[src/rtl/pipeline_hazard_ctrl_pkg.sv]
// Shared pipeline definitions: hazard-controller FSM encoding and register constants.
package pipeline_hazard_ctrl_pkg;

    typedef enum logic [1:0] {
        ST_RUN     = 2'd0,
        ST_MEMWAIT = 2'd1,
        ST_FAULT   = 2'd2
    } hazard_state_t;

    // Register 31 is never a real producer (zero/link style register), so it never creates a hazard.
    localparam logic [4:0]  REG_NO_HAZARD = 5'd31;

    localparam logic [31:0] STALL_CNT_MAX = 32'hFFFF_FFFF;

endpackage

[src/rtl/pipeline_hazard_ctrl_hazard_detect.sv]
// Load-use hazard comparator between the EX-stage load and the ID-stage sources.
module hazard_detect
    import pipeline_hazard_ctrl_pkg::*;
(
    input  logic [4:0] id_rn,
    input  logic [4:0] id_rm,
    input  logic       id_uses_rm,
    input  logic       ex_memread,
    input  logic [4:0] ex_rd,
    output logic       load_use
);

    // A load in EX whose destination feeds an ID source forces a one-cycle stall.
    always_comb begin
        load_use = ex_memread
                && (ex_rd != REG_NO_HAZARD)
                && ((ex_rd == id_rn) || (id_uses_rm && (ex_rd == id_rm)));
    end

endmodule

[src/rtl/pipeline_hazard_ctrl.sv]
// Pipeline hazard controller: load-use stalls, branch flushes, data-memory wait
// stalls with timeout fault, and a saturating PC-stall cycle counter.
//
// state   | meaning
// RUN     | normal flow; load-use stall / branch flush handled combinationally
// MEMWAIT | data memory busy; whole pipeline held until mem_ack
// FAULT   | memory timed out; pipeline held until Reset
module pipeline_hazard_ctrl
    import pipeline_hazard_ctrl_pkg::*;
#(
    parameter int MEM_TIMEOUT = 255
)
(
    input  logic        clk,
    input  logic        Reset,
    input  logic [4:0]  id_rn,
    input  logic [4:0]  id_rm,
    input  logic        id_uses_rm,
    input  logic        ex_memread,
    input  logic [4:0]  ex_rd,
    input  logic        ex_branch_taken,
    input  logic        mem_req,
    input  logic        mem_ack,
    output logic        pc_stall,
    output logic        ifid_stall,
    output logic        idex_bubble,
    output logic        ifid_flush,
    output logic        idex_flush,
    output logic        back_stall,
    output logic        mem_fault,
    output logic [31:0] stall_cycles
);

    localparam int            CW          = $clog2(MEM_TIMEOUT + 1);
    localparam logic [CW-1:0] TIMEOUT_VAL = CW'(MEM_TIMEOUT);

    hazard_state_t state;
    hazard_state_t state_nxt;
    logic [CW-1:0] wait_cnt;
    logic [CW-1:0] wait_cnt_inc;
    logic          wait_clr;
    logic          wait_inc;
    logic          load_use;
    logic          mem_hold;

    hazard_detect u_hazard_detect (
        .id_rn      (id_rn),
        .id_rm      (id_rm),
        .id_uses_rm (id_uses_rm),
        .ex_memread (ex_memread),
        .ex_rd      (ex_rd),
        .load_use   (load_use)
    );

    assign wait_cnt_inc = wait_cnt + CW'(1);
    assign mem_fault    = (state == ST_FAULT);

    // Next-state logic and wait-counter control.
    always_comb begin
        state_nxt = state;
        wait_clr  = 1'b0;
        wait_inc  = 1'b0;
        case (state)
            ST_RUN: begin
                if (mem_req && !mem_ack) begin
                    state_nxt = ST_MEMWAIT;
                    wait_clr  = 1'b1;
                end
            end
            ST_MEMWAIT: begin
                if (mem_ack) begin
                    state_nxt = ST_RUN;
                    wait_clr  = 1'b1;
                end else begin
                    wait_inc = 1'b1;
                    if (wait_cnt_inc == TIMEOUT_VAL) begin
                        state_nxt = ST_FAULT;
                    end
                end
            end
            ST_FAULT: begin
                state_nxt = ST_FAULT;
            end
            default: begin
                state_nxt = ST_RUN;
            end
        endcase
    end

    // Output muxing: reset clears everything, then memory hold > branch flush > load-use stall.
    // A branch seen during a memory hold simply flushes once the hold drops, since EX is frozen.
    always_comb begin
        pc_stall    = 1'b0;
        ifid_stall  = 1'b0;
        idex_bubble = 1'b0;
        ifid_flush  = 1'b0;
        idex_flush  = 1'b0;
        back_stall  = 1'b0;
        mem_hold    = (state == ST_MEMWAIT) || (state == ST_FAULT)
                   || ((state == ST_RUN) && mem_req && !mem_ack);
        if (Reset) begin
            pc_stall = 1'b0;
        end else if (mem_hold) begin
            pc_stall   = 1'b1;
            ifid_stall = 1'b1;
            back_stall = 1'b1;
        end else if (ex_branch_taken) begin
            ifid_flush = 1'b1;
            idex_flush = 1'b1;
        end else if (load_use) begin
            pc_stall    = 1'b1;
            ifid_stall  = 1'b1;
            idex_bubble = 1'b1;
        end
    end

    // State register.
    always_ff @(posedge clk) begin
        if (Reset) begin
            state <= ST_RUN;
        end else begin
            state <= state_nxt;
        end
    end

    // Consecutive MEMWAIT cycle counter.
    always_ff @(posedge clk) begin
        if (Reset || wait_clr) begin
            wait_cnt <= '0;
        end else if (wait_inc) begin
            wait_cnt <= wait_cnt_inc;
        end
    end

    // Saturating count of cycles spent with the PC held.
    always_ff @(posedge clk) begin
        if (Reset) begin
            stall_cycles <= '0;
        end else if (pc_stall && (stall_cycles != STALL_CNT_MAX)) begin
            stall_cycles <= stall_cycles + 32'd1;
        end
    end

endmodule

[config.mk]
export PLATFORM = sky130hd
export DESIGN_NAME = pipeline_hazard_ctrl
export DESIGN_NICKNAME = d
export VERILOG_FILES = /design/src/rtl/pipeline_hazard_ctrl_pkg.sv /design/src/rtl/pipeline_hazard_ctrl_hazard_detect.sv /design/src/rtl/pipeline_hazard_ctrl.sv
export SDC_FILE = /design/constraint.sdc
export NUM_CORES = 1
export LEC_CHECK = 0
export BUFFER_PORTS_ARGS = -buffer_cell sky130_fd_sc_hd__clkbuf_2
export CAP_MARGIN = 10
export CORE_MARGIN = 2
export CORE_UTILIZATION = 35
export DETAILED_ROUTE_END_ITERATION = 8
export GPL_TIMING_DRIVEN = 0
export MAX_ROUTING_LAYER = met4
export PLACE_DENSITY = 0.63
export SLEW_MARGIN = 0
export SYNTH_ARGS = -nofsm -noshare
export SYNTH_HDL_FRONTEND = slang
export SYNTH_SLANG_ARGS = --single-unit
[constraint.sdc]
create_clock -name clk -period 2.57 [get_ports clk]
set_input_delay 0.514 -clock clk [delete_from_list [all_inputs] [get_ports clk]]
set_output_delay 0.514 -clock clk [all_outputs]
set_load 0.05 [all_outputs]
## After elaboration in Yosys (flattened, before gate mapping)

Cells that the tools add are included.

| word-level totals | value |
|---|---|
| logic and storage cells | 48 |
| output and inout bits | 39 |
| register bits | 42 |
| input port bits | 22 |

| operators by class | value |
|---|---|
| reductions and logical operators | 14 |
| add/subtract/negate cells | 2 |
| equality and inequality tests | 9 |
| multiplexer cells | 20 |

Operators by type and width:

| operator | number |
|---|---|
| 32-bit by 1-bit adder with 32-bit output, second input constant | 1 |
| 32-bit inequality test, second input constant | 1 |
| 1-bit 2-to-1 mux | 15 |
| 5-bit == test | 2 |
| 8-bit by 1-bit adder with 8-bit output, second input constant | 1 |
| 8-bit == test, second input constant | 1 |
| 1-bit logical AND | 7 |
| 2-bit 2-to-1 mux | 3 |
| 2-bit case mux with 3 select lines | 1 |
| 5-bit inequality test, second input constant | 1 |
| 1-bit logical OR | 4 |
| 3-bit inequality test, second input constant | 1 |
| 2-bit by 1-bit == test with 1-bit output, second input constant | 1 |
| 2-bit == test, second input constant | 1 |
| 2-bit logical NOT | 1 |
| 2-bit inequality test, second input constant | 1 |
| 1-bit case mux with 2 select lines | 1 |
| 2-bit AND reduction | 1 |
| 1-bit logical NOT | 1 |

## Longest topological paths before layout

| depth | value |
|---|---|
| depth in word-level cells | 9 |
| depth in mapped cells | 10 |
| mapped depth without buffers | 9 |

## By module

From an unflattened synthesis, not the netlist that was laid out.

| unflattened totals | value |
|---|---|
| cells, all modules | 313 |
| area, all modules | 2466.1 um^2 |

By module, submodules not included:

| module | cells each | instances | sequential area each (um^2) | area each (um^2) |
|---|---|---|---|---|
| pipeline_hazard_ctrl | 295 | 1 | 840.8 | 2338.5 |
| hazard_detect | 18 | 1 | 0.0 | 127.6 |

## Worst setup path after synthesis

No wires, ideal clock.

| timing path | value |
|---|---|
| kind | register -> output |
| from | register state[1] |
| to | output ifid_flush |
| path slack | -787 ps |
| cell stages (with the launch flop) | 8 |
| required time | 2056 ps |
| arrival | 2843 ps |
| path buffers | 2 |
| cells stage by stage | dfxtp_1 -> inv_1 -> ha_1 -> and3b_1 -> or2_2 -> clkbuf_1 -> nor3b_1 -> buf_4 |

| between the ends | value |
|---|---|
| word-level cells in the longest chain between the ends | 6 |
| elaborated cells between the ends (all ways) | 9 |
| those cells by class | 2 x eq/ne; 2 x mux; 5 x reduce/logical |

Ends and longest elaborated chain:

| what | RTL line | RTL |
|---|---|---|
| start, declared | pipeline_hazard_ctrl.sv:37 | `hazard_state_t state;` |
| start signal, assigned | pipeline_hazard_ctrl.sv:122 | `state <= state_nxt;` |
| 2-bit logical NOT | pipeline_hazard_ctrl.sv:100 | `\|\| ((state == ST_RUN) && mem_req && !mem_ack);` |
| 1-bit logical AND (2 in a row) | pipeline_hazard_ctrl.sv:100 |  |
| 1-bit logical OR * | pipeline_hazard_ctrl.sv:100 |  |
| 1-bit 2-to-1 mux * (2 in a row) | -- |  |
| end, declared | pipeline_hazard_ctrl.sv:27 | `output logic ifid_flush,` |

Every way passes the cells marked *; elsewhere a longest branch is shown, timed or not.

## Final worst setup path

| timing path | value |
|---|---|
| from | register stall_cycles[5] |
| to | register stall_cycles[26] |

| between the ends | value |
|---|---|
| word-level cells in the longest chain between the ends | 2 |
| elaborated cells between the ends (all ways) | 3 |
| those cells by class | 1 x add/sub; 1 x eq/ne; 1 x reduce/logical |

Ends and longest elaborated chain:

| what | RTL line | RTL |
|---|---|---|
| start, declared | pipeline_hazard_ctrl.sv:31 | `output logic [31:0] stall_cycles` |
| start signal, assigned | pipeline_hazard_ctrl.sv:140 | `stall_cycles <= stall_cycles + 32'd1;` |
| parallel branches: the longest is 2 deep, another holds 32-bit by 1-bit adder with 32-bit output | -- |  |

Several ways; the timed one is not identified.
A chain may end at the register's enable or synchronous reset.

==> impl_results.html <==
<table>
<tr><th>Metric</th><th>Value</th></tr>
<tr><th colspan="2">Outcome</th></tr>
<tr><td>Outcome</td><td>finished clean</td></tr>
<tr><th colspan="2">Synthesis</th></tr>
<tr><td>Cells after synthesis</td><td>323</td></tr>
<tr><td>Fraction of synthesized cell area taken by the top area cell type</td><td>0.332</td></tr>
<tr><td>Primary FF master, synth</td><td>dfxtp_1</td></tr>
<tr><td>Number of enable-type register cells in the synthesized netlist</td><td>0</td></tr>
<tr><td>Cell with the most instances after synthesis</td><td>dfxtp_1</td></tr>
<tr><td>Ranking of synthesized cells by area</td><td>dfxtp_1 (33%), a21oi_1 (6.9%), or4_1 (5.0%)</td></tr>
<tr><td>Net count after synthesis</td><td>352</td></tr>
<tr><td>Synthesized area per cell</td><td>7.84 µm²</td></tr>
<tr><td>Netlist area before placement</td><td>2530 µm²</td></tr>
<tr><td>Netlist cell types</td><td>46</td></tr>
<tr><td>Share of synthesized area occupied by flip-flops and latches</td><td>0.332</td></tr>
<tr><td>Post-synth top cells</td><td>dfxtp_1 (42), a21oi_1 (35), nor2_1 (24), nand3_1 (20)</td></tr>
<tr><td>Synth area leader</td><td>dfxtp_1</td></tr>
<tr><td>Yosys warnings</td><td>0</td></tr>
<tr><td>Async set or reset register ratio after synthesis</td><td>0</td></tr>
<tr><td>Number of storage elements in the synthesis netlist</td><td>42</td></tr>
<tr><th colspan="2">Placement</th></tr>
<tr><td>Worst setup timing slack at the placement stage</td><td>-0.276 ns</td></tr>
<tr><td>Area post-placement</td><td>3040 µm²</td></tr>
<tr><td>Port bufs</td><td>60</td></tr>
<tr><td>Placed Instances</td><td>482</td></tr>
<tr><td>Final RePlAce weighted congestion</td><td>0.837</td></tr>
<tr><td>Post-DP HPWL</td><td>5260 µm</td></tr>
<tr><th colspan="2">Setup path</th></tr>
<tr><td>Biggest cell delay along the critical path</td><td>0.53 ns</td></tr>
<tr><td>Worst path bufs/invs</td><td>2</td></tr>
<tr><td>Critical-path top delay cell</td><td>or4_1</td></tr>
<tr><td>Kind of start point of the critical path</td><td>flop</td></tr>
<tr><td>Req. time, crit path</td><td>2.81 ns</td></tr>
<tr><td>Chain of cells forming the critical path</td><td>nand4_4 &gt; or4_1 &gt; buf_4 &gt; or3_1 &gt; buf_2 &gt; or2_0 &gt; or4_4 &gt; a21oi_2</td></tr>
<tr><td>Slack of the worst reg-to-reg path</td><td>0.006 ns</td></tr>
<tr><td>Delay-heaviest family, CP</td><td>simple AND/OR/NAND/NOR gates</td></tr>
<tr><td>Worst Setup End Kind</td><td>flop</td></tr>
<tr><td>Data arrival time of the worst path</td><td>2.80 ns</td></tr>
<tr><td>Category of the critical setup timing path</td><td>reg -&gt; reg</td></tr>
<tr><td>Largest fanout on the critical path</td><td>9</td></tr>
<tr><th colspan="2">Layout</th></tr>
<tr><td>Area taken by multi-input logic gates</td><td>1650 µm²</td></tr>
<tr><td>Final core area utilization</td><td>0.459</td></tr>
<tr><td>Finished layout cell area</td><td>3270 µm²</td></tr>
<tr><td>Number of diodes</td><td>0</td></tr>
<tr><td>Number of fill cells in the layout</td><td>764</td></tr>
<tr><td>Sequential standard cell area</td><td>880 µm²</td></tr>
<tr><td>NumNets Final</td><td>424</td></tr>
<tr><td>Share of final-layout standard cells stronger than drive strength 1</td><td>0.285</td></tr>
<tr><td>Final std cells w/o fill</td><td>495</td></tr>
<tr><td>Synthesis-to-layout area growth</td><td>29.2%</td></tr>
<tr><th colspan="2">Timing</th></tr>
<tr><td>Setup WS post-layout</td><td>0.00618 ns</td></tr>
<tr><td>Period minus WS final</td><td>2.56 ns</td></tr>
<tr><td>Pin slew with the least headroom to its limit</td><td>0.620 ns</td></tr>
<tr><td>Final Hold Fails</td><td>0</td></tr>
<tr><td>Final setup vio count</td><td>0</td></tr>
<tr><td>Headroom to the max-slew limit</td><td>0.584</td></tr>
<tr><td>Max frequency</td><td>0.390 GHz</td></tr>
<tr><td>Unrepaired setup endpoints after global routing</td><td>true</td></tr>
<tr><td>Total count of max-transition violations in the final report</td><td>0</td></tr>
<tr><td>Clock tree skew after final layout</td><td>0.00925 ns</td></tr>
<tr><td>Portion of the clock cycle consumed by the worst path in the final layout</td><td>0.998</td></tr>
<tr><th colspan="2">Power</th></tr>
<tr><td>Net switching power figure</td><td>0.000427 W</td></tr>
<tr><td>Seq pwr share</td><td>0.448</td></tr>
<tr><td>Switching share of power</td><td>0.288</td></tr>
<tr><td>Cell area power density</td><td>452 nW/µm²</td></tr>
<tr><td>Combinational share of power</td><td>0.201</td></tr>
<tr><td>Overall power after layout</td><td>0.00148 W</td></tr>
<tr><td>Total leakage power</td><td>1.18 nW</td></tr>
<tr><td>Clk network pwr share</td><td>0.351</td></tr>
<tr><td>Worst vdd ir</td><td>0.221 mV</td></tr>
<tr><td>Internal</td><td>0.00105 W</td></tr>
<tr><th colspan="2">Drt</th></tr>
<tr><td>First-pass DRT Iterations</td><td>4</td></tr>
<tr><td>Post-Route WL</td><td>7260 µm</td></tr>
<tr><td>Number of vias after detailed routing</td><td>2,750</td></tr>
<tr><td>ANT nets after route</td><td>0</td></tr>
<tr><td>Ratio of routed vias to standard cells</td><td>5.56</td></tr>
<tr><td>DRC violations left</td><td>0</td></tr>
<tr><td>Mean routed wirelength per cell</td><td>14.7 µm</td></tr>
<tr><td>Detailed router's first-iteration violation count</td><td>184</td></tr>
<tr><th colspan="2">Global route</th></tr>
<tr><td>First-pass GRT wire length</td><td>11,900 µm</td></tr>
<tr><td>Initial antenna violation count</td><td>0</td></tr>
<tr><td>Largest net degree at the start of global routing</td><td>13</td></tr>
<tr><td>Grt ovf</td><td>0</td></tr>
<tr><td>Overall fraction of global-route tracks in use</td><td>0.195</td></tr>
<tr><td>Vias in the first global route</td><td>2,520</td></tr>
<tr><th colspan="2">Floorplanning</th></tr>
<tr><td>Ports placed on the boundary</td><td>61</td></tr>
<tr><td>Row count</td><td>31</td></tr>
<tr><td>Area inside the core boundary</td><td>7140 µm²</td></tr>
<tr><td>Die area</td><td>7930 µm²</td></tr>
<tr><td>Die Ht</td><td>89.1 µm</td></tr>
<tr><td>Initial cell density of the core</td><td>0.355</td></tr>
<tr><td>Horizontal die dimension</td><td>89.1 µm</td></tr>
<tr><th colspan="2">Job</th></tr>
<tr><td>Number of maximum-capacitance violations</td><td>0</td></tr>
<tr><th colspan="2">CTS</th></tr>
<tr><td>CTS buffer count</td><td>5</td></tr>
<tr><td>CTS tree</td><td>done</td></tr>
<tr><td>Clock latency on the worst-skew pair</td><td>0.30 ns</td></tr>
<tr><td>H-Tree Depth</td><td>2</td></tr>
<tr><td>Clk Tree Root Cell</td><td>clkbuf_8</td></tr>
<tr><td>Reg clk slew, reported paths</td><td>0.08 ns</td></tr>
<tr><td>Number of sinks handled by clock tree synthesis</td><td>42</td></tr>
<tr><td>Number of buffers inserted by hold repair at cts</td><td>0</td></tr>
<tr><td>Maximum count of clock buffers along a single path</td><td>2</td></tr>
<tr><th colspan="2">Min path</th></tr>
<tr><td>Worst Hold Class</td><td>reg -&gt; reg</td></tr>
</table>
-- worst min-delay path: stages (launching register included) --
cell and delay, ns:
dfxtp_4 0.37, o41ai_1 0.06, a21oi_1 0.05
-- sequential cells by signal, indices dropped and copies added, names as in the netlist --
name / count
wait_cnt: 8
state: 2
stall_cycles: 32
-- per-stage QoR --
step / hold slack (ns) / setup TNS [ns]
2_1_floorplan: 0.483 / -0.0272
3_3_place_gp: 0.478 / -1.68
3_5_place_dp: 0.484 / -1.82
4_1_cts: 0.504 / -0.0703
5_1_grt: 0.517 / -0.651
6_report: 0.508 / 0
-- power by group through the flow --
stage	sequential (W)	combinational, W	clock [W]
6_report	0.000664	0.000297	0.000520
5_1_grt	0.000665	0.000323	0.000561
4_1_cts	0.000665	0.000271	0.000535
3_5_place_dp	0.000680	0.000253	0
3_3_place_gp	0.000679	0.000251	0
2_1_floorplan	0.000688	0.000164	0
-- cells in the final DEF (no fill, tap or decap), types with 2 or more instances in the layout --
cell type / Yosys / routed
mux2_2: 3 / 3
and2_1: 2 / 2
buf_4: 2 / 8
o31a_1: 2 / 2
dfxtp_4: 0 / 8
a21oi_1: 35 / 32
o31ai_1: 13 / 13
nor4_1: 5 / 5
dfxtp_1: 42 / 27
a211o_1: 2 / 2
nand2_1: 17 / 17
a31oi_1: 5 / 5
nand3_1: 20 / 20
nand4b_1: 2 / 2
dfxtp_2: 0 / 7
o41ai_1: 5 / 5
inv_1: 8 / 6
clkbuf_1: 15 / 14
nor2b_1: 5 / 5
clkbuf_2: 0 / 57
a21oi_2: 0 / 2
nand4_1: 14 / 14
ha_1: 7 / 5
clkbuf_4: 0 / 3
xnor2_1: 10 / 10
nor2_1: 24 / 22
or4_1: 17 / 16
o21ai_0: 15 / 15
and3_1: 8 / 8
xor2_1: 2 / 2
nand3b_1: 2 / 2
inv_2: 0 / 2
and4_1: 2 / 2
nor3_1: 9 / 9
or3_1: 12 / 12
nor2_2: 0 / 2
clkbuf_8: 0 / 5
-- per-layer routing --
| layer | wire (µm) | vias to the layer above | track usage |
|---|---|---|---|
| li1 | - | 1374 | - |
| met1 | 3240 | 1282 | 0.250 |
| met2 | 3520 | 86 | 0.311 |
| met3 | 445 | 8 | 0.0351 |
| met4 | 49 | 0 | 0.0638 |
| met5 | 0 | - | - |
-- area by class of cell --
type                    count  share of cell area
clock buffers               7              0.0233
multi-input cells         253               0.503
clock inverters             1             0.00917
inverters                   9              0.0141
well taps                  99              0.0378
flip-flops and latches     42               0.269
repair buffers             66               0.115
plain buffers              18              0.0283
-- path summary, 6_finish.rpt --
| path | startpoint | end | depth (start not counted) |
|---|---|---|---|
| worst max-delay path | stall_cycles[5] | stall_cycles[26] | 8 |
| worst min-delay path | stall_cycles[7] | stall_cycles[7] | 2 |
| worst min register to register | stall_cycles[7] | stall_cycles[7] | 2 |
| worst max register to register | stall_cycles[5] | stall_cycles[26] | 8 |
-- kinds of logic (layout without fill, tap and decap cells) --
logic type / count (synthesis) / after routing / share of synthesized area
buffers and inverters: 28 / 101 / 0.0455
AO/OA/AOI/OAI: 83 / 83 / 0.200
flip-flops: 42 / 42 / 0.332
adder cells (fa/ha/maj): 7 / 7 / 0.0346
multiplexers: 4 / 4 / 0.0173
XOR/XNOR: 12 / 12 / 0.0415
AND/OR/NAND/NOR: 147 / 147 / 0.330
-- repair_timing --
| action | 4_1_cts | 5_1_grt |
|---|---|---|
| endpoints found under the setup margin | 21 | 19 |
| setup buffers | 2 | 3 |
| gates cloned | 0 | 1 |
| resized for setup | 14 | 11 |
| pin swaps | 1 | 2 |
No activity file was read; power rests on OpenSTA's default activity.
